===== src/rtl/my_loop_pkg.sv =====
// Shared types and helpers for the gyro step/ramp feedback stage.
package my_loop_pkg;

  typedef enum logic [1:0] {
    OPEN       = 2'd0,
    CLOSE_INIT = 2'd1,
    CLOSED     = 2'd2
  } loop_state_t;

  localparam int STEP_W = 32;

  // Clamp a 33-bit signed value to [-lim, +lim]; lim is assumed positive.
  function automatic logic signed [31:0] sat_32(input logic signed [32:0] val,
                                                input logic signed [31:0] lim);
    logic signed [32:0] lim_p;
    logic signed [32:0] lim_n;
    lim_p = {lim[31], lim};
    lim_n = -lim_p;
    if (val > lim_p)
      return lim;
    else if (val < lim_n)
      return lim_n[31:0];
    else
      return val[31:0];
  endfunction

endpackage


===== src/rtl/my_ramp_acc.sv =====
// 32-bit modular phase accumulator with signed increment and 2*pi wrap flag.
module my_ramp_acc
  import my_loop_pkg::*;
(
  input  logic                     i_clk,
  input  logic                     i_rst_n,
  input  logic                     clr,
  input  logic                     en,
  input  logic signed [STEP_W-1:0] inc,
  output logic [STEP_W-1:0]        acc,
  output logic                     wrap
);

  logic [STEP_W:0] sum;
  logic            wrap_nxt;

  assign sum = {1'b0, acc} + {1'b0, inc};
  // Negative increments appear as large unsigned adds: no carry means a borrow.
  assign wrap_nxt = inc[STEP_W-1] ? ~sum[STEP_W] : sum[STEP_W];

  always_ff @(posedge i_clk or negedge i_rst_n) begin
    if (!i_rst_n) begin
      acc  <= '0;
      wrap <= 1'b0;
    end else if (clr) begin
      acc  <= '0;
      wrap <= 1'b0;
    end else if (en) begin
      acc  <= sum[STEP_W-1:0];
      wrap <= wrap_nxt;
    end else begin
      wrap <= 1'b0;
    end
  end

endmodule


===== src/rtl/my_step_ramp_gen_v1.sv =====
// Closed-loop step integrator, rate latch and phase ramp driving the modulator DAC.
//   state      | meaning
//   OPEN       | step follows i_const_step (saturated)
//   CLOSE_INIT | one cycle; clears step and ramp, sync pulses ignored
//   CLOSED     | step integrates i_err >>> i_gain_sel (saturated)
module my_step_ramp_gen_v1
  import my_loop_pkg::*;
#(
  parameter int DAC_BIT = 16
) (
  input  logic                      i_clk,
  input  logic                      i_rst_n,
  input  logic                      i_loop_en,
  input  logic                      i_step_sync,
  input  logic                      i_rate_sync,
  input  logic                      i_ramp_sync,
  input  logic signed [31:0]        i_err,
  input  logic [4:0]                i_gain_sel,
  input  logic signed [31:0]        i_step_max,
  input  logic signed [31:0]        i_const_step,
  input  logic                      i_status,
  input  logic signed [DAC_BIT-1:0] i_mod_high,
  input  logic signed [DAC_BIT-1:0] i_mod_low,
  output logic signed [31:0]        o_step,
  output logic signed [31:0]        o_rate,
  output logic                      o_rate_valid,
  output logic [31:0]               o_ramp,
  output logic                      o_wrap,
  output logic [DAC_BIT-1:0]        o_dac,
  output logic [1:0]                o_loop_state
);

  loop_state_t              state;
  loop_state_t              state_nxt;
  logic signed [31:0]       err_sh;
  logic signed [32:0]       step_sum;
  logic signed [31:0]       step_nxt;
  logic                     init_clr;
  logic [DAC_BIT-1:0]       mod_sel;

  always_ff @(posedge i_clk or negedge i_rst_n) begin
    if (!i_rst_n) state <= OPEN;
    else          state <= state_nxt;
  end

  always_comb begin
    state_nxt = OPEN;
    case (state)
      OPEN:       state_nxt = i_loop_en ? CLOSE_INIT : OPEN;
      CLOSE_INIT: state_nxt = CLOSED;
      CLOSED:     state_nxt = i_loop_en ? CLOSED : OPEN;
      default:    state_nxt = OPEN;
    endcase
  end

  assign init_clr     = (state == CLOSE_INIT);
  assign o_loop_state = state;

  assign err_sh   = i_err >>> i_gain_sel;
  assign step_sum = {o_step[31], o_step} + {err_sh[31], err_sh};

  always_comb begin
    step_nxt = o_step;
    if (init_clr)
      step_nxt = '0;
    else if (i_step_sync) begin
      if (state == CLOSED)
        step_nxt = sat_32(step_sum, i_step_max);
      else
        step_nxt = sat_32({i_const_step[31], i_const_step}, i_step_max);
    end
  end

  always_ff @(posedge i_clk or negedge i_rst_n) begin
    if (!i_rst_n) begin
      o_step       <= '0;
      o_rate       <= '0;
      o_rate_valid <= 1'b0;
    end else begin
      o_step       <= step_nxt;
      o_rate_valid <= i_rate_sync;
      if (i_rate_sync) o_rate <= o_step;
    end
  end

  // Ramp advances with the pre-update step so same-cycle syncs see the old value.
  my_ramp_acc u_ramp_acc (
    .i_clk   (i_clk),
    .i_rst_n (i_rst_n),
    .clr     (init_clr),
    .en      (i_ramp_sync),
    .inc     (o_step),
    .acc     (o_ramp),
    .wrap    (o_wrap)
  );

  assign mod_sel = i_status ? i_mod_high : i_mod_low;

  always_ff @(posedge i_clk or negedge i_rst_n) begin
    if (!i_rst_n) o_dac <= '0;
    else          o_dac <= o_ramp[31 -: DAC_BIT] + mod_sel;
  end

endmodule


===== config.mk =====
export PLATFORM = sky130hd
export DESIGN_NAME = my_step_ramp_gen_v1
export DESIGN_NICKNAME = d
export VERILOG_FILES = /design/src/rtl/my_loop_pkg.sv /design/src/rtl/my_ramp_acc.sv /design/src/rtl/my_step_ramp_gen_v1.sv
export SDC_FILE = /design/constraint.sdc
export NUM_CORES = 1
export LEC_CHECK = 0
export ABC_AREA = 1
export BUFFER_PORTS_ARGS = -buffer_cell sky130_fd_sc_hd__buf_2
export CORE_MARGIN = 4
export CORE_UTILIZATION = 50
export CTS_CLUSTER_SIZE = 10
export DETAILED_ROUTE_END_ITERATION = 10
export PLACE_DENSITY = 0.75
export SLEW_MARGIN = 10
export SYNTH_ARGS = -nofsm -noshare
export SYNTH_HDL_FRONTEND = slang
export SYNTH_SLANG_ARGS = --single-unit
export TNS_END_PERCENT = 30

===== constraint.sdc =====
create_clock -name i_clk -period 3.6 [get_ports i_clk]
set_input_delay 0.36 -clock i_clk [delete_from_list [all_inputs] [get_ports i_clk]]
set_output_delay 0.36 -clock i_clk [all_outputs]
set_load 0.05 [all_outputs]

### Yosys cells after proc, flatten, opt, wreduce, memory -nomap -nowiden

Index checks and enable logic that the tools add are counted.

* magnitude comparators: 4
* bitwise logic cells: 1
* reductions and logical operators: 3
* shifts and indexed selects: 1
* muxes and demuxes: 16
* $add $sub $neg: 4
* equality and inequality tests: 2

Operators by type and width (count)
* $mux 32: 9
* $add 32x32->33: 2
* $gt 33x32->1: 1
* $lt 32x33->1: 1
* $lt 33x33->1: 1
* $neg 32->33: 1
* $gt 32x32->1: 1
* $sshr 32x5->32: 1
* $add 16x16->16: 1
* $mux 16: 1
* $pmux 2 s3: 1
* $mux 1: 4
* $reduce_bool 2->1: 2
* $eq 2x1->1 const B: 1
* $eq 2x2->1 const B: 1
* $logic_not 2->1: 1
* $mux 2: 1
* $not 1->1: 1

* register bits after elaboration: 116
* logic and storage cells: 38
* input port bits: 140

### Longest topological paths before layout

* depth in word-level cells: 8
* mapped depth: 43
* depth with buffers taken out: 40

### Modules after synthesis

Synthesis repeated with hierarchy kept, for this count alone.

* cell total of the unflattened synthesis: 2886
* area, all modules: 17316.6 um^2

By module, submodules not included
* my_step_ramp_gen_v1: area an instance 13628.1 um^2, seq. area each 2077.0 um^2, cells an instance 2240, instances 1
* my_ramp_acc: area an instance 3688.5 um^2, seq. area each 825.8 um^2, cells an instance 646, instances 1

### Worst setup path after synthesis

No wires, ideal clock.

* path kind: input to register
* start point: input port i_gain_sel[2]
* end point: register o_step[7]
* arrival time: 4.796 ns
* setup slack: -1.314 ns
* data required time: 3.482 ns
* stages on the path: 38
* path through: clkbuf_1 -> inv_1 -> clkbuf_1 -> buf_1 -> mux2i_1 -> o21ai_0 -> mux2i_1 -> ha_1 -> inv_1 -> fa_1 -> nand3b_1 -> nand2_1 -> nand2_1 -> nand2_1 -> nand3_1 -> nand2_1 -> nand2_1 -> nand2_1 -> [... 2 more ...] -> ha_1 -> nand2_1 -> inv_1 -> nand2_1 -> nand2_1 -> a21oi_1 -> nand2_1 -> nor2_1 -> nand2_1 -> nand2_2 -> nand2_4 -> buf_4 -> nand2_1 -> nand3_1 -> nand2_1 -> nand2_1 -> nand3_1 -> nand2_1

* longest elaborated chain between the ends: 8
* elaborated cells on any way between the ends: 9
* classes of those cells: 1 x add/sub; 2 x order compare; 1 x shift; 5 x mux

Ends and longest elaborated chain
* from (decl): line my_step_ramp_gen_v1.sv:18 `input logic [4:0] i_gain_sel,`
* $sshr 32x5->32 (*): line my_step_ramp_gen_v1.sv:59 `assign err_sh = i_err >>> i_gain_sel;`
* $add 32x32->33 (*): line my_step_ramp_gen_v1.sv:60 `assign step_sum = {o_step[31], o_step} + {err_sh[31], err_sh};`
* $lt 33x33->1: line my_loop_pkg.sv:21 `else if (val < lim_n)`
* $mux 32: line my_loop_pkg.sv:21
* $mux 32 (*): line my_loop_pkg.sv:19 `if (val > lim_p)`
* $mux 32 (*): line my_step_ramp_gen_v1.sv:67 `if (state == CLOSED)`
* $mux 32 (*): line my_step_ramp_gen_v1.sv:66 `else if (i_step_sync) begin`
* $mux 32 (*): line my_step_ramp_gen_v1.sv:64 `if (init_clr)`
* to (signal assigned): line my_step_ramp_gen_v1.sv:80 `o_step <= step_nxt;`
* to (decl): line my_step_ramp_gen_v1.sv:24 `output logic signed [31:0] o_step,`

Every way passes the cells marked *; elsewhere a longest branch is shown, timed or not. The select of a mux whose other input is x is not followed.
A chain may end at the register's enable or synchronous reset.

### Worst setup path after layout

* start point: input port i_gain_sel[1]
* end point: register o_step[13]

The elaborated chain is that of the path after synthesis.

==> flow_summary.ini <==
[sta]
skew_ns = 0.01469
holdWs_ns = 0.1939
setup_viol = 32
rsz0062_at_grt = true
fin_crit_sh = 1.350
maxSlewViolCount = 0
slew_headroom = 0.4656
clock.fmax_mhz = 205.8
period_needed_ns = 4.859
finalHoldViolCount = 0
setup_slack_ns = -1.259
worstMarginPinSlew_ns = 0.8016

[critical_path]
slowest_stage = ha_1
rr_endpoint = o_step[13]$_DFFE_PN0P_
crit_type = input pin to flip-flop
end_kind = flip-flop
worst-r2r-cell-count = 30
required_ns = 3.98
ff2ff_setup_slack_ns = -0.42
reg2reg_from = o_step[0]$_DFFE_PN0P_
arrival_ns = 5.24
max_stage_delay_ns = 0.34
cpMostUsedCell = nand2_1
path_max_fanout = 7
critPathLaunchType = input pin

[die]
die_w_um = 186.6
row_count = 65
core-area_um2 = 31560
dieArea_um2 = 34830
ioPinCount = 256
die_height_um = 186.6
start_util = 0.5057

[run_status]
status = complete, but fails checks
violations = negative setup slack

[yosys]
synthArstFlopShare = 1.000
synth_cell_type_count = 50
synth_xor_area_frac = 0.03403
syn_area_per_cell_um2 = 6.262
synth_area_leaders = nand2_1 20%, dfrtp_1 18%, ha_1 16%
synth_compound_area_frac = 0.1375
synth_top_flop_cell = dfrtp_1
synth_area_leader_cell = nand2_1
netlist_area_um2 = 15960
yosys.area_share.simple = 0.3543
ys_warn_count = 0
synth-adder-area-share = 0.1676
synth_edf_count = 0
synth_top_family_by_area = simple AND/OR/NAND/NOR gates
synth_top_area_frac = 0.1969
synthCells = 2548
synth.yosys.seq_area_share = 0.1819
synth_nets = 2900
ys_ff_latch = 116
synthMuxAreaShare = 0.04117

[clock_network]
path_clk_slew_ns = 0.06
cts_max_level = 4
tritoncts = yes
root_buffer = clkbuf_16
clockBufferDepth = 2
cts_buffers = 17
cts.sinks = 116
worstSkewPairLatency_ns = 0.44

[cells_and_area]
diodes = 0
final_cell_mix = 770 x nand2_1, 439 x buf_4, 252 x buf_2
fin_cells = 3638
fin_nets = 3576
area_growth_pct = 44.73
final_area_um2 = 23090
final_common_cell = nand2_1
drive_above_1_share = 0.3257

[grt]
grt_start_max_net_pins = 69
track_usage = 0.3655
antenna_found_initial = 0
grt_remaining_overflow = 0
grt_pass1_vias = 20042
grt_first_pass_wirelength_mm = 104.1

[pwr]
power.density_nw_per_um2 = 961.3
p_leak_nw = 12.56
ir_drop_uv = 546.0
p_total_mw = 22.20

[placed_design]
dp_slack_ns = -2.103
dp_cells = 3562
numPortBuffers = 255
gp_congestion = 1.024
placed_cell_area_um2 = 20790
dp.final_hpwl_mm = 52.35

[detailed_routing]
wl_per_cell_um = 18.78
vias = 20846
avgViaCountPerCell = 5.730
drt_first_pass_iters = 6
routed_wl_mm = 68.33
drt_iter0_markers = 2251
antenna_left = 0
drc = 0

[run]
drv_cap = 0

[min_path]
hp-start = i_loop_en
min_to = o_loop_state[0]$_DFF_PN0_
hold_path_class = input pin to flip-flop
min_path_cells = 3
==> sequential cells by signal, summed over array words and instances, names as in the netlist <==
name,flops
u_ramp_acc.acc,32
o_step,32
u_ramp_acc.wrap,1
o_rate,32
o_dac,16
o_rate_valid,1
o_loop_state,2
==> cell usage after synthesis, types with 15 or more instances <==
cell type  count
nor2_1       194
nand2_1      837
o21ai_0      154
nand3_1      235
buf_2         18
ha_1         209
mux2i_1       15
inv_1        255
a21oi_1      184
nand3b_1      22
clkbuf_1      42
xor2_1        54
nand4_1       19
nor3_1        20
dfrtp_1      116
mux2_2        45
==> worst max-delay path by stage <==
stage                  startpoint                     end  slack (ns)  cells after the start
floorplan           i_gain_sel[0]   o_step[6]$_DFFE_PN0P_       -0.97                     39
global placement    i_gain_sel[0]  o_step[26]$_DFFE_PN0P_       -2.04                     37
detailed placement  i_gain_sel[0]  o_step[26]$_DFFE_PN0P_       -2.10                     40
CTS                 i_gain_sel[0]  o_step[20]$_DFFE_PN0P_       -1.01                     39
global route        i_gain_sel[1]  o_step[31]$_DFFE_PN0P_       -1.46                     40
finish              i_gain_sel[1]  o_step[13]$_DFFE_PN0P_       -1.26                     38
==> kinds of logic after synthesis <==
kind of cell	Yosys count
compound gates	405
fa+ha+maj	212
simple gates	1355
xor+xnor	62
flops	116
buf+inv	338
mux	60
==> cell type report <==
type                       count  area, um^2
multi-input combinational   2097       12880
fill                        2604        8462
timing repair buffer         728        5199
sequential                   116        2903
inverter                     263        1021
tap                          402       503.0
clock buffer                  22       474.2
clock inverter                 9       103.9
timing repair inverter         1       8.758
==> what timing repair did <==
action | CTS | global route
hold buffers | 1 | 0
hold endpoints to repair | 27 | 0
buffers inserted | 23 | 14
setup endpoints to repair | 32 | 32
pin swaps | 43 | 80
resized for setup | 175 | 174
cloned | 6 | 4
==> power by group <==
| part | leakage [nW] | total (mW) | internal (mW) | switching (mW) |
|---|---|---|---|---|
| registers | 1.45 | 2.38 | 1.91 | 0.476 |
| logic | 10.8 | 18.1 | 6.84 | 11.3 |
| clock network | 0.282 | 1.73 | 1.06 | 0.663 |
| total | 12.6 | 22.2 | 9.81 | 12.4 |
==> worst max-delay path, delay by kind of cell <==
family	cells	cell delay, ns
fa+ha+maj	2	0.59
xor+xnor	1	0.25
mux	3	0.58
simple gates	18	1.57
buf+inv	9	1.13
compound gates	5	0.76
==> layer usage <==
metal | share of wire | GRT usage | up-vias
li1 | - | - | 9813
met1 | 0.40 | 0.4710 | 9624
met2 | 0.46 | 0.6168 | 1170
met3 | 0.079 | 0.04471 | 239
met4 | 0.052 | 0.1627 | 0
met5 | 0 | 0 | -
==> stage by stage <==
stage | TNS (ns) | utilization
finish | -38.37 | 0.7318
global route | -45.14 | 0.7318
CTS | -31.64 | 0.7053
detailed placement | -64.12 | 0.6587
global placement | -62.79 | 0.6587
floorplan | -30.24 | -
Power figures use the tool's default switching activity.
